<file path="config.mk">
export PLATFORM = sky130hd
export DESIGN_NAME = issue_credit_ctrl_flat
export DESIGN_NICKNAME = d
export VERILOG_FILES = /design/src/rtl/issue_credit_ctrl_if.sv /design/src/rtl/issue_credit_ctrl.sv /design/src/flat_wrapper.sv
export SDC_FILE = /design/constraint.sdc
export NUM_CORES = 1
export LEC_CHECK = 0
export ABC_CLOCK_PERIOD_IN_PS = 3500
export BUFFER_PORTS_ARGS = -buffer_cell sky130_fd_sc_hd__buf_4
export CAP_MARGIN = 30
export CORE_MARGIN = 3
export CORE_UTILIZATION = 35
export CTS_CLUSTER_SIZE = 24
export DETAILED_ROUTE_END_ITERATION = 10
export PLACE_DENSITY = 0.54
export SYNTH_ARGS = -nofsm -noshare
export SYNTH_HDL_FRONTEND = slang
export SYNTH_SLANG_ARGS = --single-unit
export TNS_END_PERCENT = 50
</file>
<file path="constraint.sdc">
create_clock -name clk -period 3.5 [get_ports clk]
set_clock_uncertainty 0.05 [all_clocks]
set_input_delay 0.7 -clock clk [delete_from_list [all_inputs] [get_ports clk]]
set_output_delay 0.7 -clock clk [all_outputs]
set_load 0.05 [all_outputs]
</file>
<file path="src/rtl/issue_credit_ctrl_if.sv">
// Dispatch-side bundle between the fetcher/ROB/queues and the issue credit controller.
interface issue_credit_ctrl_if #(
   parameter int CNT_W = 5
);
   logic             rdy;
   logic             flush;
   logic [CNT_W-1:0] lsb_keep;
   logic             if_valid;
   logic             if_is_mem;
   logic             if_ready;
   logic             issue_fire;
   logic             issue_to_lsb;
   logic             rob_commit;
   logic             rs_release;
   logic             lsb_release;
   logic [CNT_W-1:0] rob_free;
   logic [CNT_W-1:0] rs_free;
   logic [CNT_W-1:0] lsb_free;
   logic             credit_err;

   // Controller side.
   modport slave (
      input  rdy, flush, lsb_keep, if_valid, if_is_mem,
             rob_commit, rs_release, lsb_release,
      output if_ready, issue_fire, issue_to_lsb,
             rob_free, rs_free, lsb_free, credit_err
   );

   // Environment side (fetcher, ROB, RS, LSB).
   modport master (
      output rdy, flush, lsb_keep, if_valid, if_is_mem,
             rob_commit, rs_release, lsb_release,
      input  if_ready, issue_fire, issue_to_lsb,
             rob_free, rs_free, lsb_free, credit_err
   );
endinterface

</file>
<file path="src/rtl/issue_credit_ctrl.sv">
// Credit-based issue controller: tracks ROB/RS/LSB free entries, grants one
// instruction per cycle when the ROB and its target queue have room, and
// sequences a one-cycle recovery bubble after a mispredict flush.
module issue_credit_ctrl #(
   parameter int ROB_SIZE = 16,
   parameter int RS_SIZE  = 16,
   parameter int LSB_SIZE = 16,
   parameter int CNT_W    = 5
) (
   input logic              clk,
   input logic              rst,
   issue_credit_ctrl_if.slave bus_if
);

   typedef enum logic {RUN, RECOVER} state_t;

   localparam logic [CNT_W:0]   ROB_MAX = (CNT_W+1)'(ROB_SIZE);
   localparam logic [CNT_W:0]   RS_MAX  = (CNT_W+1)'(RS_SIZE);
   localparam logic [CNT_W:0]   LSB_MAX = (CNT_W+1)'(LSB_SIZE);

   state_t           state_q, state_d;
   logic [CNT_W-1:0] rob_free_q, rob_free_d;
   logic [CNT_W-1:0] rs_free_q, rs_free_d;
   logic [CNT_W-1:0] lsb_free_q, lsb_free_d;
   logic             credit_err_q, credit_err_d;

   logic             room;
   logic             if_ready;
   logic             issue_fire;
   logic [CNT_W:0]   rob_nxt, rs_nxt, lsb_nxt;

   // One extra bit so a release at full size is visible as an overflow.
   function automatic logic [CNT_W:0] credit_next(input logic [CNT_W-1:0] free,
                                                  input logic dec, input logic inc);
      return {1'b0, free} - {{CNT_W{1'b0}}, dec} + {{CNT_W{1'b0}}, inc};
   endfunction

   // Handshake: room in the ROB and in the queue the instruction routes to.
   always_comb begin
      room       = (rob_free_q != '0) &&
                   (bus_if.if_is_mem ? (lsb_free_q != '0) : (rs_free_q != '0));
      if_ready   = (state_q == RUN) && room && !bus_if.flush;
      issue_fire = if_ready && bus_if.if_valid && bus_if.rdy;
   end

   // Next-state and credit arithmetic; flush restores credits, rdy=0 holds all.
   always_comb begin
      // NOTE: every variable gets a default first so no path leaves it unassigned (no latch).
      state_d      = state_q;
      rob_free_d   = rob_free_q;
      rs_free_d    = rs_free_q;
      lsb_free_d   = lsb_free_q;
      credit_err_d = credit_err_q;
      rob_nxt      = credit_next(rob_free_q, issue_fire, bus_if.rob_commit);
      rs_nxt       = credit_next(rs_free_q, issue_fire && !bus_if.if_is_mem, bus_if.rs_release);
      lsb_nxt      = credit_next(lsb_free_q, issue_fire && bus_if.if_is_mem, bus_if.lsb_release);

      if (bus_if.rdy) begin
         if (bus_if.flush) begin
            // Releases and issue this cycle are already folded into lsb_keep.
            state_d    = RECOVER;
            rob_free_d = ROB_MAX[CNT_W-1:0];
            rs_free_d  = RS_MAX[CNT_W-1:0];
            lsb_free_d = LSB_MAX[CNT_W-1:0] - bus_if.lsb_keep;
         end else begin
            // RECOVER lasts exactly one cycle; issue_fire is already 0 there.
            state_d = RUN;
            if (rob_nxt > ROB_MAX) begin
               rob_free_d   = ROB_MAX[CNT_W-1:0];
               credit_err_d = 1'b1;
            end else begin
               rob_free_d = rob_nxt[CNT_W-1:0];
            end
            if (rs_nxt > RS_MAX) begin
               rs_free_d    = RS_MAX[CNT_W-1:0];
               credit_err_d = 1'b1;
            end else begin
               rs_free_d = rs_nxt[CNT_W-1:0];
            end
            if (lsb_nxt > LSB_MAX) begin
               lsb_free_d   = LSB_MAX[CNT_W-1:0];
               credit_err_d = 1'b1;
            end else begin
               lsb_free_d = lsb_nxt[CNT_W-1:0];
            end
         end
      end
   end

   // State and credit registers with synchronous reset to full credits.
   always_ff @(posedge clk) begin
      // NOTE: non-blocking assignments so every register samples pre-edge values.
      if (rst) begin
         state_q      <= RUN;
         rob_free_q   <= ROB_MAX[CNT_W-1:0];
         rs_free_q    <= RS_MAX[CNT_W-1:0];
         lsb_free_q   <= LSB_MAX[CNT_W-1:0];
         credit_err_q <= 1'b0;
      end else begin
         state_q      <= state_d;
         rob_free_q   <= rob_free_d;
         rs_free_q    <= rs_free_d;
         lsb_free_q   <= lsb_free_d;
         credit_err_q <= credit_err_d;
      end
   end

   assign bus_if.if_ready     = if_ready;
   assign bus_if.issue_fire   = issue_fire;
   assign bus_if.issue_to_lsb = issue_fire && bus_if.if_is_mem;
   assign bus_if.rob_free     = rob_free_q;
   assign bus_if.rs_free      = rs_free_q;
   assign bus_if.lsb_free     = lsb_free_q;
   assign bus_if.credit_err   = credit_err_q;

endmodule

</file>
<file path="src/flat_wrapper.sv">
// flat-port wrapper written by rule: the top's interface ports become plain ports
module issue_credit_ctrl_flat 
#(
   parameter int ROB_SIZE = 16,
   parameter int RS_SIZE  = 16,
   parameter int LSB_SIZE = 16,
   parameter int CNT_W    = 5
)
  (clk, rst, bus_if_rdy, bus_if_flush, bus_if_lsb_keep, bus_if_if_valid, bus_if_if_is_mem, bus_if_rob_commit, bus_if_rs_release, bus_if_lsb_release, bus_if_if_ready, bus_if_issue_fire, bus_if_issue_to_lsb, bus_if_rob_free, bus_if_rs_free, bus_if_lsb_free, bus_if_credit_err);
  issue_credit_ctrl_if #(.CNT_W(CNT_W)) bus_if_i ();
  input logic clk;
  input logic rst;
  input wire logic [$bits(bus_if_i.rdy)-1:0] bus_if_rdy;
  input wire logic [$bits(bus_if_i.flush)-1:0] bus_if_flush;
  input wire logic [$bits(bus_if_i.lsb_keep)-1:0] bus_if_lsb_keep;
  input wire logic [$bits(bus_if_i.if_valid)-1:0] bus_if_if_valid;
  input wire logic [$bits(bus_if_i.if_is_mem)-1:0] bus_if_if_is_mem;
  input wire logic [$bits(bus_if_i.rob_commit)-1:0] bus_if_rob_commit;
  input wire logic [$bits(bus_if_i.rs_release)-1:0] bus_if_rs_release;
  input wire logic [$bits(bus_if_i.lsb_release)-1:0] bus_if_lsb_release;
  output wire logic [$bits(bus_if_i.if_ready)-1:0] bus_if_if_ready;
  output wire logic [$bits(bus_if_i.issue_fire)-1:0] bus_if_issue_fire;
  output wire logic [$bits(bus_if_i.issue_to_lsb)-1:0] bus_if_issue_to_lsb;
  output wire logic [$bits(bus_if_i.rob_free)-1:0] bus_if_rob_free;
  output wire logic [$bits(bus_if_i.rs_free)-1:0] bus_if_rs_free;
  output wire logic [$bits(bus_if_i.lsb_free)-1:0] bus_if_lsb_free;
  output wire logic [$bits(bus_if_i.credit_err)-1:0] bus_if_credit_err;
  assign bus_if_i.rdy = bus_if_rdy;
  assign bus_if_i.flush = bus_if_flush;
  assign bus_if_i.lsb_keep = bus_if_lsb_keep;
  assign bus_if_i.if_valid = bus_if_if_valid;
  assign bus_if_i.if_is_mem = bus_if_if_is_mem;
  assign bus_if_i.rob_commit = bus_if_rob_commit;
  assign bus_if_i.rs_release = bus_if_rs_release;
  assign bus_if_i.lsb_release = bus_if_lsb_release;
  assign bus_if_if_ready = bus_if_i.if_ready;
  assign bus_if_issue_fire = bus_if_i.issue_fire;
  assign bus_if_issue_to_lsb = bus_if_i.issue_to_lsb;
  assign bus_if_rob_free = bus_if_i.rob_free;
  assign bus_if_rs_free = bus_if_i.rs_free;
  assign bus_if_lsb_free = bus_if_i.lsb_free;
  assign bus_if_credit_err = bus_if_i.credit_err;
  issue_credit_ctrl #(.ROB_SIZE(ROB_SIZE), .RS_SIZE(RS_SIZE), .LSB_SIZE(LSB_SIZE), .CNT_W(CNT_W)) u_core (.clk(clk), .rst(rst), .bus_if(bus_if_i));
endmodule
</file>
==> results of run 1 <==
[flip-flops by register name, indices dropped and copies added (netlist names)]
register,cells
u_core.bus_if.rob_free,5
u_core.bus_if.rs_free,5
u_core.bus_if.lsb_free,5
u_core.bus_if.credit_err,1
u_core.state_q,1
[worst max path at each step]
| stage | from | to | slack, ps | cells after the start |
|---|---|---|---|---|
| floorplan | bus_if_flush | u_core.bus_if.lsb_free[4] | -650 | 14 |
| global placement | bus_if_flush | u_core.bus_if.credit_err | -80 | 13 |
| detailed placement | bus_if_flush | u_core.bus_if.credit_err | -130 | 13 |
| CTS | u_core.bus_if.rob_free[2] | u_core.bus_if.credit_err | 10 | 14 |
| global route | u_core.bus_if.lsb_free[2] | u_core.bus_if.credit_err | -20 | 16 |
| finish | u_core.bus_if.lsb_free[2] | u_core.bus_if.credit_err | 150 | 16 |
[synthesized netlist by cell type (2+ instances only)]
library cell,n
and4_1,3
inv_1,25
ha_1,22
or3_1,2
a31oi_1,3
nor2b_1,2
o2111ai_1,6
nor4bb_1,3
a21oi_1,14
a311o_1,2
o211ai_1,7
a21o_1,3
and3b_1,2
dfxtp_1,17
clkbuf_1,5
o21bai_1,3
a311oi_1,4
nor2_1,19
o21ai_0,6
nand3_1,4
and3_1,3
nand2_1,11
xnor2_1,8
fa_1,3
nor3b_1,5
nand2b_1,10
[through the flow]
| stage | hold slack [ps] | cell area (um^2) |
|---|---|---|
| 2_1_floorplan | 411.6 | 1837 |
| 3_3_place_gp | 430.0 | 2313 |
| 3_5_place_dp | 432.2 | 2313 |
| 4_1_cts | 447.7 | 2359 |
| 5_1_grt | 482.3 | 2437 |
| 6_report | 450.1 | 2437 |
[worst min-delay path, cell delays in order, from the launching register on]
cell and delay (ps):
dfxtp_2 340, nand2b_1 70, a21oi_1 60
[logic make-up after synthesis]
family	synth area share [%]
buffers and inverters	6.527
multiplexers	0.5802
AND/OR/NAND/NOR	25.89
adder cells (fa/ha/maj)	19.43
AO/OA/AOI/OAI	23.28
flip-flops	19.72
XOR/XNOR	4.569
[power breakdown]
part | internal, uW | leakage, uW | switching [uW] | total (uW)
Combinational | 173 | 0.000918 | 202 | 375
Sequential | 205 | 0.000141 | 10.6 | 215
Clock | 80.9 | 0.0000228 | 70.8 | 152
[routing by layer]
metal  wire length (um)  track usage, %  vias to the layer above  part of all wire, %
met4                 37           2.536                        0                 0.80
li1                   -               -                      896                    -
met2               2102           25.48                       33                   45
met1               2328           20.88                      780                   50
met3                157           2.719                        6                  3.4
met5                  0               0                        -                    0
[final cells by class]
class / count / share of cell area (%)
Tap cell: 65 / 3.337
Clock buffer: 4 / 1.848
Sequential cell: 17 / 14.27
Inverter: 25 / 3.850
Timing Repair Buffer: 62 / 19.10
Multi-Input combinational cell: 165 / 57.60
[placed cells by master (no fill, tap or decap), types with 3 or more instances in the layout]
cell type | synthesis | routed
a21oi_1 | 14 | 13
nand2b_1 | 10 | 10
dfxtp_1 | 17 | 11
a21o_1 | 3 | 3
o211ai_1 | 7 | 7
a311oi_1 | 4 | 4
inv_1 | 25 | 24
o2111ai_1 | 6 | 6
clkbuf_8 | 0 | 3
o21ai_0 | 6 | 5
nand2_1 | 11 | 11
xnor2_2 | 0 | 4
a31oi_1 | 3 | 3
nand3_1 | 4 | 4
nor4bb_1 | 3 | 3
buf_4 | 0 | 62
nor3b_1 | 5 | 5
dfxtp_2 | 0 | 6
xnor2_1 | 8 | 4
and3_4 | 1 | 3
ha_1 | 22 | 19
nor2_1 | 19 | 19
[repair_timing]
action / in CTS / in global routing
buffers inserted: 0 / 4
gates resized for setup: 0 / 11
setup endpoints to repair: 0 / 15
==> out/metrics.sh, run 1 <==
CRITICAL-PATH-TOP-CELL-BY-COUNT='ha_4'
CRIT_BUF_INV=3
POST_ROUTE_CELLS_DRIVE_ABOVE_1_SHARE_PCT=37.36
MIN-DELAY-START='u_core.bus_if.rs_free[3]'
SYNTH-ASYNC-RESET-RATIO_PCT=0
PORTBUFFERS=32
MIN_DELAY_WORST_ENDPOINT='u_core.bus_if.rs_free[3]'
CRITPATHREQUIREDTIME_PS=3590
WORSTSETUPPATHTYPE='reg2reg'
PIN_COUNT_OF_THE_BIGGEST_NET_ENTERING_GLOBAL_ROUTING=24
R2R.WORST_PATH.CELLS=16
SETUP_SLACK_OF_THE_WORST_REGISTER_TO_REGISTER_PATH_PS=150
FIN_CELLS=338
COUNT_OF_FLIP_FLOPS_WITH_A_BUILT_IN_ENABLE_AFTER_SYNTHESIS=0
SLEW_HEADROOM_PCT=48.38
RUN_STATUS='complete, no violations'
CLKSINKCOUNT=17
GRT_PASS1_VIAS=1640
DRV_SLEW=0
CTS-ROOT-TO-SINK-BUFFERS=2
CTS_TREE='built'
DIE_H_UM=76.21
WIRELENGTH_UM=4625
DIE-AREA_UM2=5808
POST-ROUTE-WORST-SETUP-SLACK_PS=152.7
REPORT.FINAL.HOLD_VIOL_COUNT=0
POST_DETAILED_ROUTE_COUNT_OF_ANTENNA_VIOLATING_NETS=0
TOTAL_POWER_uW=742.1
ANTENNADIODECOUNT=0
DP_HPWL_UM=3709
YOSYSWARNINGS=0
ROUTED_VIA_DENSITY=5.074
YS_TYPES=46
TIGHTEST_SLEW_PS=754.8
DRT_ITER0_MARKERS=53
CRITICAL_PATH.CELL_CHAIN='inv_1 > ha_1 > nor4b_2 > buf_4 > a211oi_4 > and3_4 > and2_4 > ha_4 > inv_2 > ha_4 > fa_2 > a21oi_2 > o21bai_2 > xnor2_2 > o21ai_2 > o41a_1'
NETLIST_AREA_UM2=1725
MAX_CAP_VIOLS=0
SYNTHESIS.INSTANCES=212
CTS-BUFFERS-INSERTED=3
GRT-OVFL-TOTAL=0
GRT_PASS1_WL_UM=7452
CP-END-KIND='flop'
DRT_FIRST_PASS_ITERS=4
INSERTION_DELAY_PS=250
POST_DRT_WL_PER_CELL_UM=13.68
SYN_AREA_PER_CELL_UM2=8.139
TIMING.FINAL.CRIT_PERIOD_PS=3347
WORST_SETUP_PATH_START_KIND='flop'
MULTI_INPUT_COMB_AREA_UM2=1404
TRACK_USAGE_PCT=15.29
TIMING.RR.END='u_core.bus_if.credit_err'
IOPINCOUNT=33
POSTSYNTHREGISTERBITS=17
POWER.LEAKAGE_uW=0.001081
REGISTER_CLOCK_PIN_SLEW_ON_THE_REPORTED_WORST_SETUP_AND_HOLD_PATHS_PS=70
POSTSYNTHNETCOUNT=251
SYNTH_TOP_AREA_SHARE_PCT=19.72
MAX_STAGE_DELAY_PS=400
MIN-DELAY-PATH-CLASS='reg2reg'
INITIAL_ANTENNA_VIOLATION_COUNT=0
YS_DOMINANT_REG_CELL='dfxtp_1'
SEQ_AREA_UM2=347.8
FIN_NETS=313
ROUTED-VIA-COUNT=1715
PLACEABLECOREAREA_UM2=4564
CHIPWIDTH_UM=76.21
REG2REG_FROM='u_core.bus_if.lsb_free[2]'
CRIT_FAMILY='compound AO/OA/AOI/OAI gates'
WORST_EP_ARRIVAL_TIME_PS=3440
SYNTH_TOP_CELL_BY_AREA='dfxtp_1'
FP-ROW-COUNT=24
CP_MAX_FO=6
ROUTABILITYCONGESTION=0.7964
POWER_DENSITY_nW_PER_UM2=304.5
HOLD-PATH-CELL-COUNT=2
PEAK_IR_DROP_ON_THE_VDD_NETWORK_uV=148.3
FINAL-SETUP-VIOL-COUNT=0
CTSHTREEMAXLEVEL=1
CLOCK-ROOT-BUFFER='clkbuf_8'
INITIAL_UTILIZATION_PCT=37.80
POST_CTS_HOLD_BUFFER_COUNT=0
SYNTH.TOP_CELLS.BY_AREA='dfxtp_1 (20%), ha_1 (16%), inv_1 (5.4%)'
DP_WORST_SETUP_SLACK_PS=-127.1
FILLCELLCOUNT=475
MAX_FREQ_GHz=0.2988
SYNTHTOLAYOUTAREAGROWTH_PCT=41.26
YS_SEQ_AREA_SHARE_PCT=19.72
FINAL.SETUP.TNS_PS=0
CRITICAL-PATH-SLOWEST-CELL='o41a_1'
POSTLAYOUTCOREUTIL_PCT=53.40
PLACED_CELLS=330
DRT_DRC_VIOLATIONS_LEFT=0
FINALCRITPERIODSHARE_PCT=95.64
Note: power is estimated with default switching activity, not from simulation.
==> run 2, diff against run 1 <==
--- a/config.mk
+++ b/config.mk
@@ -9,10 +9,11 @@
 export BUFFER_PORTS_ARGS = -buffer_cell sky130_fd_sc_hd__buf_4
 export CAP_MARGIN = 30
 export CORE_MARGIN = 3
-export CORE_UTILIZATION = 35
+export CORE_UTILIZATION = 50
 export CTS_CLUSTER_SIZE = 24
 export DETAILED_ROUTE_END_ITERATION = 10
-export PLACE_DENSITY = 0.54
+export PLACE_DENSITY = 0.75
+export SETUP_SLACK_MARGIN = 0.2
 export SYNTH_ARGS = -nofsm -noshare
 export SYNTH_HDL_FRONTEND = slang
 export SYNTH_SLANG_ARGS = --single-unit
==> run 2 against run 1 <==
Compared with the run above: design area grew 2.7%; cell count shrank 5.3%; first-iteration DRC count grew 150%; setup slack gained 11 ps; highest routed layer unchanged; core utilization grew 25 points; worst hold slack gained 15 ps; sequential share of layout area shrank 0.17 points; power shrank 1.5%; critical path depth shrank 2; fmax grew 0.32%; die area shrank 28%.
==> out/metrics.sh, run 2 (synthesis results as in run 1) <==
WIRELENGTH_UM=4628  # about the same
PIN_COUNT_OF_THE_BIGGEST_NET_ENTERING_GLOBAL_ROUTING=24  # unchanged
TIMING.FINAL.CRIT_PERIOD_PS=3337  # -10.65 ps
WORSTSETUPPATHTYPE='reg2reg'
GRT_PASS1_VIAS=1696  # +3.4%
RUN_STATUS='complete, no violations'
POST_DRT_WL_PER_CELL_UM=14.46  # +5.7%
MAX_FREQ_GHz=0.2997  # +0.32%
CRITPATHREQUIREDTIME_PS=3650  # +60 ps
SLEW_HEADROOM_PCT=54.64  # +6.3 points
MAX_STAGE_DELAY_PS=460  # +60 ps
DIE-AREA_UM2=4192  # -28%
SYNTHTOLAYOUTAREAGROWTH_PCT=45.03
IOPINCOUNT=33  # unchanged
FINALCRITPERIODSHARE_PCT=95.33  # -0.30 points
DRT_ITER0_MARKERS=132  # +150%
ROUTED-VIA-COUNT=1760  # +2.6%
CRIT_FAMILY='adder cells'
CTS-ROOT-TO-SINK-BUFFERS=2  # unchanged
FP-ROW-COUNT=20  # -17%
GRT-OVFL-TOTAL=0  # unchanged
FIN_CELLS=320  # -5.3%
PEAK_IR_DROP_ON_THE_VDD_NETWORK_uV=182.4  # +23%
ROUTED_VIA_DENSITY=5.500  # +8.4%
CTS-BUFFERS-INSERTED=3  # unchanged
WORST_EP_ARRIVAL_TIME_PS=3480  # +40 ps
TIMING.RR.END='u_core.bus_if.credit_err'
CP-END-KIND='flop'
FINALHOLDWORSTSLACK_PS=465.0  # +14.89 ps
FIN_NETS=316  # +0.96%
REG2REG_FROM='u_core.bus_if.rob_free[2]'
SETUP_SLACK_OF_THE_WORST_REGISTER_TO_REGISTER_PATH_PS=160  # about the same
REPORT.FINAL.HOLD_VIOL_COUNT=0  # unchanged
CP_MAX_FO=5  # -1
INSERTION_DELAY_PS=300  # +50 ps
INITIAL_UTILIZATION_PCT=54.29  # +16 points
DIE_H_UM=64.75  # -15%
R2R.WORST_PATH.CELLS=14  # -2
CRIT_BUF_INV=2  # -1
FINAL_COMMON_CELL='buf_4'
PORTBUFFERS=32  # unchanged
MAX_CAP_VIOLS=0  # unchanged
PLACED_CELLS=304  # -7.9%
FINAL_CELL_MIX='buf_4 (64), inv_1 (19), nor2_1 (17)'
MIN_DELAY_WORST_ENDPOINT='u_core.bus_if.rob_free[1]'
DP_HPWL_UM=3380  # -8.9%
MIN-DELAY-START='u_core.bus_if.rob_free[1]'
CTSHTREEMAXLEVEL=1  # unchanged
CHIPWIDTH_UM=64.75  # -15%
TRACK_USAGE_PCT=21.73  # +6.4 points
ROUTABILITYCONGESTION=0.9021  # +13%
POWER.LEAKAGE_uW=0.001086  # +0.45%
DRV_SLEW=0  # unchanged
POWER_DENSITY_nW_PER_UM2=292.0  # -4.1%
CRITICAL-PATH-SLOWEST-CELL='fa_2'
CLOCK-ROOT-BUFFER='clkbuf_4'
MIN-DELAY-PATH-CLASS='reg2reg'
DRT_FIRST_PASS_ITERS=4  # unchanged
WORST_SETUP_PATH_START_KIND='flop'
POST_DETAILED_ROUTE_COUNT_OF_ANTENNA_VIOLATING_NETS=0  # unchanged
TIGHTEST_SLEW_PS=663.3  # -91.49 ps
POST_CTS_HOLD_BUFFER_COUNT=0  # unchanged
DRT_DRC_VIOLATIONS_LEFT=0  # unchanged
INITIAL_ANTENNA_VIOLATION_COUNT=0  # unchanged
CLKSINKCOUNT=17  # unchanged
ANTENNADIODECOUNT=0  # unchanged
CRITICAL_PATH_CELL_COUNT=14  # -2
REGISTER_CLOCK_PIN_SLEW_ON_THE_REPORTED_WORST_SETUP_AND_HOLD_PATHS_PS=110  # +40 ps
POST_ROUTE_CELLS_DRIVE_ABOVE_1_SHARE_PCT=44.20  # +6.8 points
FILLCELLCOUNT=239  # -50%
CRITICAL_PATH.CELL_CHAIN='inv_2 > ha_1 > a311o_1 > a211oi_4 > and3_4 > and2_4 > ha_4 > inv_2 > ha_4 > fa_2 > nor2_2 > and4_4 > o21ai_2 > o41a_1'
GRT_PASS1_WL_UM=7224  # -3.1%
HOLD-PATH-CELL-COUNT=2  # unchanged
RSZ0062_AT_GRT='yes'
FINAL-SETUP-VIOL-COUNT=0  # unchanged
PLACEABLECOREAREA_UM2=3178  # -30%
CTS_TREE='built'
==> run 2: how the worst max path moves through the flow <==
stage / start / endpoint / slack [ps]
global route: u_core.bus_if.rob_free[2] / u_core.bus_if.credit_err / 60
finish: u_core.bus_if.rob_free[2] / u_core.bus_if.credit_err / 160
CTS: u_core.bus_if.rob_free[2] / u_core.bus_if.credit_err / 190
global placement: bus_if_flush / u_core.bus_if.credit_err / -80
detailed placement: bus_if_flush / u_core.bus_if.credit_err / -130
floorplan: bus_if_flush / u_core.bus_if.lsb_free[4] / -650
==> run 2: final cells by class <==
type | count | area (um^2) | area share (%)
clock buffer | 4 | 26.28 | 1.050
inverter | 25 | 93.84 | 3.750
multi-input combinational | 165 | 1483 | 59.25
sequential | 17 | 352.8 | 14.10
tap | 44 | 55.05 | 2.200
timing repair buffer | 65 | 491.7 | 19.65
==> run 2: layer usage <==
| metal | track usage (%) | part of all wire, % | up-vias |
|---|---|---|---|
| li1 | - | - | 899 |
| met1 | 26.88 | 45 | 825 |
| met2 | 39.46 | 51 | 30 |
| met3 | 1.560 | 2.7 | 6 |
| met4 | 7.124 | 1.6 | 0 |
| met5 | 0 | 0 | - |
==> run 2: report_power, final <==
group / total (uW) / leakage, uW / switching [uW] / internal, uW
registers: 215 / 0.000142 / 10.9 / 204
logic: 401 / 0.000929 / 214 / 187
clock network: 115 / 0.0000150 / 70.1 / 44.4
==> run 2: worst reg2reg max path, delay by kind of cell, from the launching register on <==
family	cells	cell delay, ps
AOI/OAI and AO/OA	4	950
adders and majority gates	4	980
buffers and inverters	2	100
DFF	1	350
and+or+nand+nor	4	800
==> run 2: timing repair <==
item	4_1_cts	5_1_grt
buffers inserted	7	5
resized for setup	3	32
setup endpoints to repair	13	16
gates cloned	0	0
pin swaps	5	21
==> run 2: metrics by stage <==
step	setup slack, ps	total power, uW	instance area [um^2]	setup TNS (ps)	utilization, %
2_1_floorplan	-650.4	456.7	1837	-7213	-
3_3_place_gp	-75.72	556.9	2250	-101.4	70.79
3_5_place_dp	-125.4	559.9	2250	-311.6	70.79
4_1_cts	188.1	677.9	2333	0	73.43
5_1_grt	60.07	771.9	2502	0	78.74
6_report	163.4	730.7	2502	0	78.74
